### src/rtl/alu_status.sv
// alu_status: processor status register (P) with a two-stage flag-update
// pipeline and a registered decimal (BCD) adjust of the ALU result.
//
// A flag-update request is captured on one enabled edge and applied on the
// next enabled edge, using the ALU results that are valid by then.
// Same-edge priority, highest first: p_load, then flag_op, then the pending
// apply. The priority is resolved per bit.
//
// Ports
//   clk        : clock; all state updates on the rising edge
//   reset_n    : asynchronous active-low reset
//   RDY        : clock enable for all state
//   upd_sel    : flag-update request
//                (001 NZ, 010 NZC, 011 NVZC, 100 BIT, other values: none)
//   op_bcd     : request wants a decimal adjust
//   op_sub     : request is a subtract
//   mem_b76    : memory operand bits 7:6, used by BIT
//   alu_*      : registered ALU results, valid one cycle after the request
//   flag_op    : immediate flag command (CLC/SEC/CLI/SEI/CLD/SED/CLV)
//   p_load     : load P from p_din (PLP/RTI)
//   p_din      : value loaded into P when p_load is high
//   P          : status register {N,V,1,1,D,I,Z,C}
//   adj_out    : registered, decimal-adjusted result
//   adj_valid  : one-cycle pulse; adj_out was updated on this edge
module alu_status #(
    parameter logic [7:0] P_RESET = 8'h34
) (
    input  logic       clk,
    input  logic       reset_n,
    input  logic       RDY,
    input  logic [2:0] upd_sel,
    input  logic       op_bcd,
    input  logic       op_sub,
    input  logic [1:0] mem_b76,
    input  logic [7:0] alu_out,
    input  logic       alu_co,
    input  logic       alu_v,
    input  logic       alu_z,
    input  logic       alu_n,
    input  logic       alu_hc,
    input  logic [2:0] flag_op,
    input  logic       p_load,
    input  logic [7:0] p_din,
    output logic [7:0] P,
    output logic [7:0] adj_out,
    output logic       adj_valid
);

    // Bit positions inside P
    localparam int B_C = 0;
    localparam int B_Z = 1;
    localparam int B_I = 2;
    localparam int B_D = 3;
    localparam int B_V = 6;
    localparam int B_N = 7;

    // Bits 5 and 4 always read as 1, so they are also forced in the reset value
    localparam logic [7:0] P_INIT = P_RESET | 8'h30;

    logic [7:0] p_reg, p_next;
    logic [7:0] adj_out_reg, adj_next;
    logic       adj_valid_reg;
    logic       pend_valid_reg;
    logic [2:0] pend_sel_reg;
    logic       pend_bcd_reg;
    logic       pend_sub_reg;
    logic [1:0] pend_b76_reg;

    logic       req_valid;
    assign req_valid = (upd_sel >= 3'b001) && (upd_sel <= 3'b100);

    // Decimal adjust: each nibble is corrected on its own. The sum wraps
    // modulo 16 and there is no carry into the next nibble. The low nibble
    // is steered by the half carry and the high nibble by the carry out.
    logic [1:0] nib_carry;
    assign nib_carry = {alu_co, alu_hc};

    generate
        for (genvar gi = 0; gi < 2; gi++) begin : g_nib
            logic [3:0] inc;
            always_comb begin
                inc = 4'h0;
                if (pend_bcd_reg) begin
                    if (pend_sub_reg)
                        inc = nib_carry[gi] ? 4'h0 : 4'hA;
                    else
                        inc = nib_carry[gi] ? 4'h6 : 4'h0;
                end
            end
            assign adj_next[gi*4 +: 4] = alu_out[gi*4 +: 4] + inc;
        end
    endgenerate

    // Layered per-bit priority: pending apply, then flag_op, then p_load on top
    always_comb begin
        p_next = p_reg;
        if (pend_valid_reg) begin
            case (pend_sel_reg)
                3'b001: begin
                    p_next[B_N] = alu_n;
                    p_next[B_Z] = alu_z;
                end
                3'b010: begin
                    p_next[B_N] = alu_n;
                    p_next[B_Z] = alu_z;
                    p_next[B_C] = alu_co;
                end
                3'b011: begin
                    p_next[B_N] = alu_n;
                    p_next[B_V] = alu_v;
                    p_next[B_Z] = alu_z;
                    p_next[B_C] = alu_co;
                end
                3'b100: begin
                    // BIT leaves C alone; Z still comes from the ALU
                    p_next[B_N] = pend_b76_reg[1];
                    p_next[B_V] = pend_b76_reg[0];
                    p_next[B_Z] = alu_z;
                end
                default: ;
            endcase
        end
        case (flag_op)
            3'b001: p_next[B_C] = 1'b0;
            3'b010: p_next[B_C] = 1'b1;
            3'b011: p_next[B_I] = 1'b0;
            3'b100: p_next[B_I] = 1'b1;
            3'b101: p_next[B_D] = 1'b0;
            3'b110: p_next[B_D] = 1'b1;
            3'b111: p_next[B_V] = 1'b0;
            default: ;
        endcase
        if (p_load)
            p_next = p_din;
        p_next[5:4] = 2'b11;
    end

    always_ff @(posedge clk or negedge reset_n) begin
        if (!reset_n) begin
            p_reg          <= P_INIT;
            adj_out_reg    <= 8'h00;
            adj_valid_reg  <= 1'b0;
            pend_valid_reg <= 1'b0;
            pend_sel_reg   <= 3'b000;
            pend_bcd_reg   <= 1'b0;
            pend_sub_reg   <= 1'b0;
            pend_b76_reg   <= 2'b00;
        end else if (RDY) begin
            p_reg          <= p_next;
            // The pending request is consumed even when p_load masks its flags
            adj_valid_reg  <= pend_valid_reg;
            if (pend_valid_reg)
                adj_out_reg <= adj_next;
            pend_valid_reg <= req_valid;
            pend_sel_reg   <= upd_sel;
            pend_bcd_reg   <= op_bcd;
            pend_sub_reg   <= op_sub;
            pend_b76_reg   <= mem_b76;
        end else begin
            // adj_valid is a pulse that marks an apply edge only, so it
            // drops on a stalled edge
            adj_valid_reg  <= 1'b0;
        end
    end

    assign P         = p_reg;
    assign adj_out   = adj_out_reg;
    assign adj_valid = adj_valid_reg;

endmodule

### config.mk
export PLATFORM = sky130hd
export DESIGN_NAME = alu_status
export DESIGN_NICKNAME = d
export VERILOG_FILES = /design/src/rtl/alu_status.sv
export SDC_FILE = /design/constraint.sdc
export NUM_CORES = 1
export LEC_CHECK = 0
export ABC_AREA = 1
export BUFFER_PORTS_ARGS = -buffer_cell sky130_fd_sc_hd__buf_2
export CAP_MARGIN = 40
export CORE_MARGIN = 1
export CORE_UTILIZATION = 52
export CTS_CLUSTER_DIAMETER = 80
export DETAILED_ROUTE_END_ITERATION = 6
export GPL_TIMING_DRIVEN = 0
export PLACE_DENSITY = 0.84
export SLEW_MARGIN = 15
export SYNTH_ARGS = -nofsm -noshare
export SYNTH_HDL_FRONTEND = slang
export SYNTH_SLANG_ARGS = --single-unit
### constraint.sdc
create_clock -name clk -period 3 [get_ports clk]
set_input_delay 0.15 -clock clk [delete_from_list [all_inputs] [get_ports clk]]
set_output_delay 0.15 -clock clk [all_outputs]
set_load 0.1 [all_outputs]
== After elaboration in Yosys (flattened, before gate mapping) ==
Index checks and enable logic that the tools add are counted.

* Logic and storage cells: 68
* Register bits: 23
* Input port bits: 35
* Output and inout port bits: 17

* Add/sub/neg operators: 2
* Eq/ne operators: 11
* Order comparisons: 2
* Multiplexer cells: 20
* Reductions and logical operators: 20

{| class="wikitable"
|+ Operators with widths
! kind !! number
|-
| 2-to-1 mux 4 bit || 6
|-
| equality test 3 bit, second input constant || 5
|-
| equality test 3 x 2 -> 1 bit, second input constant || 4
|-
| AND reduction 3 bit || 4
|-
| nonzero test 3 bit || 4
|-
| nonzero test 4 bit || 3
|-
| one-hot mux 1 bit (2 select lines) || 5
|-
| adder 4 bit || 2
|-
| 2-to-1 mux 8 bit || 1
|-
| equality test 3 x 1 -> 1 bit, second input constant || 2
|-
| 2-to-1 mux 3 bit || 2
|-
| AND reduction 2 bit || 3
|-
| 2-to-1 mux 1 bit || 4
|-
| 2-to-1 mux 2 bit || 2
|-
| nonzero test 2 bit || 2
|-
| OR reduction 4 bit || 1
|-
| greater-or-equal comparator 3 x 1 -> 1 bit, second input constant || 1
|-
| less-or-equal comparator 3 bit, second input constant || 1
|-
| OR reduction 3 bit || 1
|-
| OR reduction 2 bit || 1
|-
| logical AND 1 bit || 1
|}

== Logic depth before layout (Yosys ltp) ==
Gate-level depths: netlist (run 1).

* Depth after elaboration: 6
* Depth in mapped cells: 10
* Mapped depth without buffers: 10

== Worst setup path before layout (run 1) ==
OpenSTA, ideal clock, no wires.

* Path type: register to register
* From: register pend_sub_reg
* To: register adj_out_reg[3], in the netlist adj_out[3]
* Data arrival time: 1639 ps
* Path slack: 1232 ps
* Required time: 2871 ps
* Path buffers: 0
* Clock period less this slack: 1768 ps
* Setup time: 129 ps
* Cell stages (with the launch flop): 10
* Path through: dfrtp_1 -> ha_1 -> nor2_1 -> ha_1 -> inv_1 -> fa_1 -> xnor2_1 -> nand3_1 -> nand2_1 -> o21ai_0

* Word-level cells in the longest chain between the ends: 3

{| class="wikitable"
|+ Ends and longest elaborated chain
! element !! line !! text
|-
| start: declaration || 66 || <nowiki>logic pend_sub_reg;</nowiki>
|-
| start signal: assignment || 157 || <nowiki>pend_sub_reg <= op_sub;</nowiki>
|-
| 2-to-1 mux 4 bit || 84 || <nowiki>if (pend_sub_reg)</nowiki>
|-
| 2-to-1 mux 4 bit || 83 || <nowiki>if (pend_bcd_reg) begin</nowiki>
|-
| adder 4 bit || 90 || <nowiki>assign adj_next[gi*4 +: 4] = alu_out[gi*4 +: 4] + inc;</nowiki>
|-
| end signal: assignment || 153 || <nowiki>adj_out_reg <= adj_next;</nowiki>
|-
| end: declaration || 61 || <nowiki>logic [7:0] adj_out_reg, adj_next;</nowiki>
|}

No other way between the ends.
A chain may end at the register's enable or synchronous reset.

== Worst setup path after layout (run 1) ==
* From: register pend_sub_reg
* To: register adj_out_reg[7], in the netlist adj_out[7]

The elaborated chain is that of the path after synthesis.

==> run metrics, run 1 <==
MaxCap Viol Count 0; drt first pass iters 4; total track usage 0.215; setup bufs post-CTS 0; CP max-delay cell dfrtp_1; top cell type by total area after synthesis dfrtp_1; RSZ-0062 raised after global routing no; CTS H-Tree Depth 1; Hold Violations, Final 0; CP cell instances ha_1, nor2_1, ha_1, inv_1, fa_1, xnor2_1, nand3_1, nand2_1, o21ai_0; core area 0.00248 sq mm; min Tclk post-route 1.95 ns; average instance area after synthesis 7.56 sq um; Yosys cell types 25; cells after synthesis 179; top cell type's share of synthesized area 0.407; clock slew at reported path FFs 0.12 ns; skew final 0.00214 ns; Final Instance Count excl. Fillers 262; Row Count 18; crit path launch type flip-flop; Inst Count DP 257; status finished clean; clock latency on the worst-skew pair 0.32 ns; Max clock buf depth 2; clock power share 0.137; Post-CTS Hold Buffers 1; Post-DP HPWL 2.07 mm; Cell Area, Synth 0.00135 sq mm; period utilisation layout 0.649; post-route cell area 0.00167 sq mm; IO Count 52; Vias/cell 4.88; Initial Util 0.546; largest cells by area after synthesis dfrtp_1 (41%), nand2_1 (18%), inv_1 (6.7%), o21ai_0 (5.9%), ha_1 (5.6%); die area 0.00281 sq mm; worst-path maximum fanout 3; cell mode on critical path ha_1; fin. max-slew vios 0; endpoints failing setup 0; Setup TNS 0 ns; nets 276; Antenna Cells 0; Worst VDD drop 0.482 mV; largest net degree at the start of global routing 24; Power Internal 509 uW; CP Data Arrival Time 2.16 ns; initial antenna violation count 0; Die Y 53 microns; post-cts resize count 0; CTS tree built; first-pass GRT wire length 4.28 mm; DRT Wirelength 2.68 mm; crit end category flip-flop; WL/cell 10.2 microns; CP required 3.21 ns; Fmax 514 MHz; Hold/Removal Path Class primary input to flip-flop; Synth Warn # 0; remaining antenna violation count 0; vias after detailed routing 1,278; DRC 0; layout cells sized above 1 0.272; pwr/cell area 642 mW/mm^2; dpl cell area 0.00163 sq mm; Root Buffer clkbuf_4; CTS sink cnt 23; crit-path max cell delay 0.43 ns; Net Sw Power 561 uW; sw frac 0.524; Congestion Overflow GR 0; routability cong. 0.819; Comb power frac 0.498; Iter 0 DRT Violations 34; WS Path Type flip-flop to flip-flop; flop2flop setup slack 1.05 ns; Seq cells post-synth 23; pre-CTS WS 1.06 ns; vias in the first global route 1,101; sequential share of the synthesized area 0.426; Die Width 53 microns; max reg flops 8; Num CTS Buffers 3; sequential power share 0.365; Worst-Margin Slew 0.506 ns; most common cell after layout, fill and taps aside nand2_1; commonest non-fill, non-tap cells in the layout nand2_1 (64), buf_2 (48), inv_1 (24); Layout Area Growth over Synthesis 23.2%; final setup margin 1.05 ns; Leakage 0.000965 uW; Slew Limit Headroom 0.663; I/O Buffers 47
[cell usage after synthesis]
master / instances
ha_1: 6
nand2_2: 1
clkbuf_1: 2
nand3b_1: 1
nor2_1: 4
dfstp_2: 1
nand4_1: 2
nand3_2: 2
buf_4: 2
or2_2: 1
inv_2: 2
buf_6: 1
inv_1: 24
buf_2: 1
a21oi_2: 1
fa_1: 2
o21ai_0: 16
a21oi_1: 4
nand2_1: 64
nand3_1: 13
a31oi_1: 1
conb_1: 1
dfrtp_1: 22
xnor2_1: 2
o21ai_1: 3
[path summary, 6_finish.rpt]
| path | start | endpoint | cells past startpoint |
|---|---|---|---|
| min in group asynchronous | reset_n | P[1] | 2 |
| max reg2reg | pend_sub_reg | adj_out[7] | 9 |
| min reg2reg | adj_out[4] | adj_out[4] | 2 |
| max | pend_sub_reg | adj_out[7] | 9 |
| min | upd_sel[2] | pend_valid_reg | 2 |
| max in group asynchronous | reset_n | P[2] | 2 |
[cells by family (layout without fill, tap and decap cells)]
group / after synthesis / count (layout) / synth area share
and+or+nand+nor: 88 / 88 / 0.276
AOI/OAI and AO/OA: 25 / 25 / 0.0962
xor gates and xnor gates: 2 / 2 / 0.0130
other: 1 / 2 / 0.00277
adders and majority gates: 8 / 8 / 0.0851
buffers and inverters: 32 / 84 / 0.101
DFF: 23 / 23 / 0.426
[cell type report]
type	instances	area, sq um
Buffer	6	38.8
Multi-Input combinational cell	125	643
Fill cell	238	811
Sequential cell	23	577
Tap cell	30	37.5
Clock inverter	1	5.00
Clock buffer	3	22.5
Inverter	26	97.6
Timing Repair Buffer	48	245
[critical path, delay by kind of cell, from the launching register on]
kind            cells  cell delay, ns
compound gates      1            0.07
xor+xnor            1            0.21
flops               1            0.43
simple gates        3            0.27
fa+ha+maj           3            0.81
buf+inv             1            0.04
[through the flow]
| step | util | hold slack, ns | total power [uW] |
|---|---|---|---|
| after detailed placement | 0.658 | 0.147 | 929 |
| after CTS | 0.673 | 0.0128 | 1070 |
| after global placement | 0.658 | 0.146 | 920 |
| final | 0.673 | 0.0136 | 1070 |
| after floorplan | - | -0.146 | 826 |
| after global routing | 0.673 | 0.0106 | 1130 |
[power by group through the flow]
stage	Sequential [uW]	Combinational, uW	Clock (uW)
after floorplan	707	119	0
after global placement	395	525	0
after detailed placement	396	533	0
after CTS	390	535	148
after global routing	396	568	162
final	390	532	147
[layer usage]
layer	track usage	up-vias	routed length (microns)
met5	0	-	0
met1	0.254	573	1200
li1	-	662	-
met2	0.369	34	1290
met3	0.0345	9	119
met4	0.114	0	71
(Power assumes the default switching activity.)
==> run 2: changes to the inputs <==
--- a/config.mk
+++ b/config.mk
@@ -9,11 +9,11 @@
 export BUFFER_PORTS_ARGS = -buffer_cell sky130_fd_sc_hd__buf_2
 export CAP_MARGIN = 40
 export CORE_MARGIN = 1
-export CORE_UTILIZATION = 52
+export CORE_UTILIZATION = 48
 export CTS_CLUSTER_DIAMETER = 80
 export DETAILED_ROUTE_END_ITERATION = 6
 export GPL_TIMING_DRIVEN = 0
-export PLACE_DENSITY = 0.84
+export PLACE_DENSITY = 0.79
 export SLEW_MARGIN = 15
 export SYNTH_ARGS = -nofsm -noshare
 export SYNTH_HDL_FRONTEND = slang
==> constraint.sdc (replaced) <==
create_clock -name clk -period 1.91 [get_ports clk]
set_input_delay 0.0955 -clock clk [delete_from_list [all_inputs] [get_ports clk]]
set_output_delay 0.0955 -clock clk [all_outputs]
set_load 0.1 [all_outputs]
==> run metrics, run 2 (synthesis gave the netlist of run 1 again) <==
status finished clean; Die Y 55.1 microns; Slew Limit Headroom 0.664; Antenna Cells 0; Filler Cells Inserted 238; Setup TNS 0 ns; Num CTS Buffers 3; remaining antenna violation count 0; Setup crit end adj_out[3]; flop2flop setup slack 0.08 ns; Worst-Margin Slew 0.504 ns; CP required 2.12 ns; total track usage 0.200; max reg flops 8; first-pass GRT wire length 4.27 mm; Root Buffer clkbuf_4; drt first pass iters 4; Iter 0 DRT Violations 15; final setup margin 0.0776 ns; clock slew at reported path FFs 0.13 ns; RSZ-0062 raised after global routing yes; largest net degree at the start of global routing 24; Die Width 55.1 microns; setup bufs post-CTS 0; CTS H-Tree Depth 1; crit end category flip-flop; DRC 0; Leakage 0.00101 uW; Setup crit start pend_sub_reg; pre-CTS WS -0.00200 ns; hold path depth 3; I/O Buffers 47; Layout Area Growth over Synthesis 30.8%; Worst VDD drop 0.992 mV; CTS sink cnt 23; FF-to-FF path depth 9; IO Count 52; vias in the first global route 1,058; worst r2r src pend_sub_reg; nets 284; min Tclk post-route 1.83 ns; DRT Wirelength 2.72 mm; WL/cell 10.1 microns; endpoints failing setup 0; period utilisation layout 0.959; Max clock buf depth 2; clock latency on the worst-skew pair 0.31 ns; core area 0.00257 sq mm; R2R Path End adj_out[3]; routability cong. 0.784; crit path launch type flip-flop; most common cell after layout, fill and taps aside nand2_1; CTS tree built; Row Count 18; fin. max-slew vios 0; Initial Util 0.527; Congestion Overflow GR 0; Vias/cell 4.61; vias after detailed routing 1,246; Hold Violations, Final 0; CP Data Arrival Time 2.04 ns; skew final 0.00637 ns; pwr/cell area 955 mW/mm^2; MaxCap Viol Count 0; Post-DP HPWL 2.12 mm; initial antenna violation count 0; Fmax 546 MHz; WS Path Type flip-flop to flip-flop; commonest non-fill, non-tap cells in the layout nand2_1 (64), buf_2 (48), inv_1 (24); worst-path maximum fanout 3; die area 0.00303 sq mm; layout cells sized above 1 0.283; Hold/Removal Path Class primary input to flip-flop
==> run 2: metrics by stage <==
| stage | util | hold WS, ns | area, sq um | instances | total power (uW) |
|---|---|---|---|---|---|
| after CTS | 0.686 | 0.000869 | 1760 | 270 | 1700 |
| after global placement | 0.635 | 0.0912 | 1630 | 257 | 1450 |
| final | 0.689 | 0.0145 | 1770 | 270 | 1690 |
| after floorplan | - | -0.200 | 1360 | 180 | 1300 |
| after global routing | 0.689 | 0.0372 | 1770 | 270 | 1790 |
| after detailed placement | 0.635 | 0.0938 | 1630 | 257 | 1460 |
==> run 2: how the worst min path moves through the flow <==
stage / endpoint / start
2_1_floorplan: P[0] / reset_n
3_3_place_gp: adj_valid / reset_n
3_5_place_dp: adj_valid / reset_n
4_1_cts: pend_sel_reg[1] / upd_sel[1]
5_1_grt: pend_sel_reg[1] / upd_sel[1]
6_report: pend_sel_reg[1] / upd_sel[1]
==> run 2: repair_timing <==
item	4_1_cts	5_1_grt
hold buffers	9	0
resized for setup	2	5
endpoints found under the setup margin	2	2
pin swaps	0	2
endpoints found under the hold margin	30	0
cloned	0	0
==> run 2: cell type report <==
type	count	area [sq um]	share of cell area
sequential	23	577	0.326
inverter	26	97.6	0.0552
timing repair buffer	56	325	0.184
tap	30	37.5	0.0212
clock buffer	3	22.5	0.0127
clock inverter	1	5.00	0.00283
buffer	6	38.8	0.0219
multi-input combinational	125	666	0.376
==> run 2: layer usage <==
layer	vias to the layer above	global-route usage	share of wire
met4	0	0.0750	0.016
met3	4	0.0164	0.044
met1	527	0.253	0.48
met5	-	0	0
li1	680	-	-
met2	35	0.351	0.46
==> run 2: where the power goes <==
| part | leakage, uW | internal (uW) | switching (uW) |
|---|---|---|---|
| Clock | 0.0000177 | 78.2 | 143 |
| Sequential | 0.000283 | 570 | 45.3 |
| Combinational | 0.000710 | 167 | 687 |
==> run 2: worst max-delay path: stages (launching register included) <==
cell and delay (ns):
dfrtp_1 0.43, ha_1 0.29, nor2_1 0.11, ha_1 0.15, inv_1 0.04, fa_2 0.35
xnor2_2 0.18, nand3_1 0.09, nand2_1 0.07, o21ai_1 0.06
==> run 3: changes to the inputs <==
--- a/config.mk
+++ b/config.mk
@@ -8,12 +8,14 @@
 export ABC_AREA = 1
 export BUFFER_PORTS_ARGS = -buffer_cell sky130_fd_sc_hd__buf_2
 export CAP_MARGIN = 40
+export CELL_PAD_IN_SITES_DETAIL_PLACEMENT = 1
+export CELL_PAD_IN_SITES_GLOBAL_PLACEMENT = 2
 export CORE_MARGIN = 1
-export CORE_UTILIZATION = 48
+export CORE_UTILIZATION = 26
 export CTS_CLUSTER_DIAMETER = 80
 export DETAILED_ROUTE_END_ITERATION = 6
 export GPL_TIMING_DRIVEN = 0
-export PLACE_DENSITY = 0.79
+export PLACE_DENSITY_LB_ADDON = 0.1
 export SLEW_MARGIN = 15
 export SYNTH_ARGS = -nofsm -noshare
 export SYNTH_HDL_FRONTEND = slang
==> run metrics, run 3 (synthesis gave the netlist of run 1 again) <==
post-route core utilization 0.362; min Tclk post-route 1.85 ns; total track usage 0.152; MaxCap Viol Count 0; largest net degree at the start of global routing 24; Worst-Margin Slew 0.547 ns; Die Width 74.1 microns; drt first pass iters 4; clock slew at reported path FFs 0.08 ns; clock latency on the worst-skew pair 0.27 ns; Buf/Inv on CP 1; Congestion Overflow GR 0; vias in the first global route 1,335; fin. max-slew vios 0; Hold/Removal Path Class primary input to flip-flop; WL/cell 12.2 microns; routability cong. 0.806; RSZ-0062 raised after global routing yes; DRT Wirelength 3.66 mm; Initial Util 0.279; initial antenna violation count 0; period utilisation layout 0.970; layout cells sized above 1 0.302; Layout Area Growth over Synthesis 29.9%; CP Data Arrival Time 2.00 ns; CTS tree built; crit path launch type flip-flop; Num CTS Buffers 3; CP required 2.06 ns; CP max-delay cell dfrtp_1; Iter 0 DRT Violations 50; nets 276; Row Count 25; Antenna Cells 0; core area 0.00485 sq mm; most common cell after layout, fill and taps aside nand2_1; DRC 0; Slew Limit Headroom 0.635; endpoints failing setup 0; CTS H-Tree Depth 1; pwr/cell area 1010 mW/mm^2; hold_ws 0.0295 ns; setup bufs post-CTS 0; status finished clean; Worst VDD drop 0.303 mV; Root Buffer clkbuf_8; vias after detailed routing 1,308; Die Y 74.1 microns; crit-path leading delay family adder cells; CP cell instances ha_1, nor2_2, ha_2, inv_2, fa_2, xnor2_2, nand3_1, nand2_1, o21ai_1; commonest non-fill, non-tap cells in the layout nand2_1 (64), buf_2 (48), inv_1 (23); Post-DP HPWL 2.96 mm; CTS sink cnt 23; worst-path maximum fanout 3; I/O Buffers 47; WS Path Type flip-flop to flip-flop; IO Count 52; remaining antenna violation count 0; die area 0.00549 sq mm; skew final 0.00821 ns; Fmax 540 MHz; crit-path max cell delay 0.41 ns; first-pass GRT wire length 6.24 mm; Max clock buf depth 2; Vias/cell 4.37; crit end category flip-flop; Leakage 0.000983 uW; max reg flops 8; Hold Violations, Final 0
-- run 3: worst reg2reg max path, stage by stage (launching register included) --
cell and delay, ns:
dfrtp_1 0.41, ha_1 0.29, nor2_2 0.10, ha_2 0.18, inv_2 0.04, fa_2 0.34
xnor2_2 0.17, nand3_1 0.09, nand2_1 0.07, o21ai_1 0.06
-- run 3: per-layer routing --
| metal | share of wire | vias to the layer above | GRT usage |
|---|---|---|---|
| met5 | 0 | - | 0 |
| met4 | 0.0063 | 0 | 0.0513 |
| met3 | 0.039 | 2 | 0.0203 |
| met2 | 0.47 | 24 | 0.238 |
| met1 | 0.48 | 621 | 0.214 |
| li1 | - | 661 | - |
-- run 3: metrics by stage --
| step | cell area [sq um] | power [uW] | TNS (ns) | cells | setup WS [ns] |
|---|---|---|---|---|---|
| after floorplan | 1360 | 1300 | 0 | 180 | 0.142 |
| after global placement | 1680 | 1460 | 0 | 294 | 0.00675 |
| after detailed placement | 1680 | 1480 | -0.0598 | 294 | -0.0598 |
| after CTS | 1750 | 1810 | 0 | 299 | 0.00521 |
| after global routing | 1760 | 1890 | -0.151 | 299 | -0.0990 |
| final | 1760 | 1780 | 0 | 299 | 0.0575 |
-- run 3: area by class of cell --
class                      instances  area (sq um)
sequential                        23           577
tap                               67          83.8
clock buffer                       3          41.3
multi-input combinational        125           668
inverter                          26          97.6
fill                             623          3090
timing repair buffer              48           245
clock inverter                     1          5.00
buffer                             6          38.8
-- run 3: where the power goes --
part	switching [uW]	internal, uW
clock	163	146
combinational	698	158
sequential	47.2	570
-- run 3: timing repair --
item                                   in CTS  in global routing
hold buffers                                1                  0
gates resized for setup                     5                  3
pin swaps                                   2                  2
gates cloned                                0                  0
setup endpoints to repair                   1                  2
endpoints found under the hold margin      22                  0
-- run 3: path summary, 6_finish.rpt --
check	slack (ns)	cells after the start	start	end
max	0.06	9	pend_sub_reg	adj_out[7]
min	0.03	3	alu_out[0]	adj_out[0]
max reg2reg	0.06	9	pend_sub_reg	adj_out[7]
min reg2reg	0.48	2	adj_out[1]	adj_out[1]
max in group asynchronous	1.20	2	reset_n	pend_sub_reg
min in group asynchronous	0.34	2	reset_n	pend_b76_reg[1]
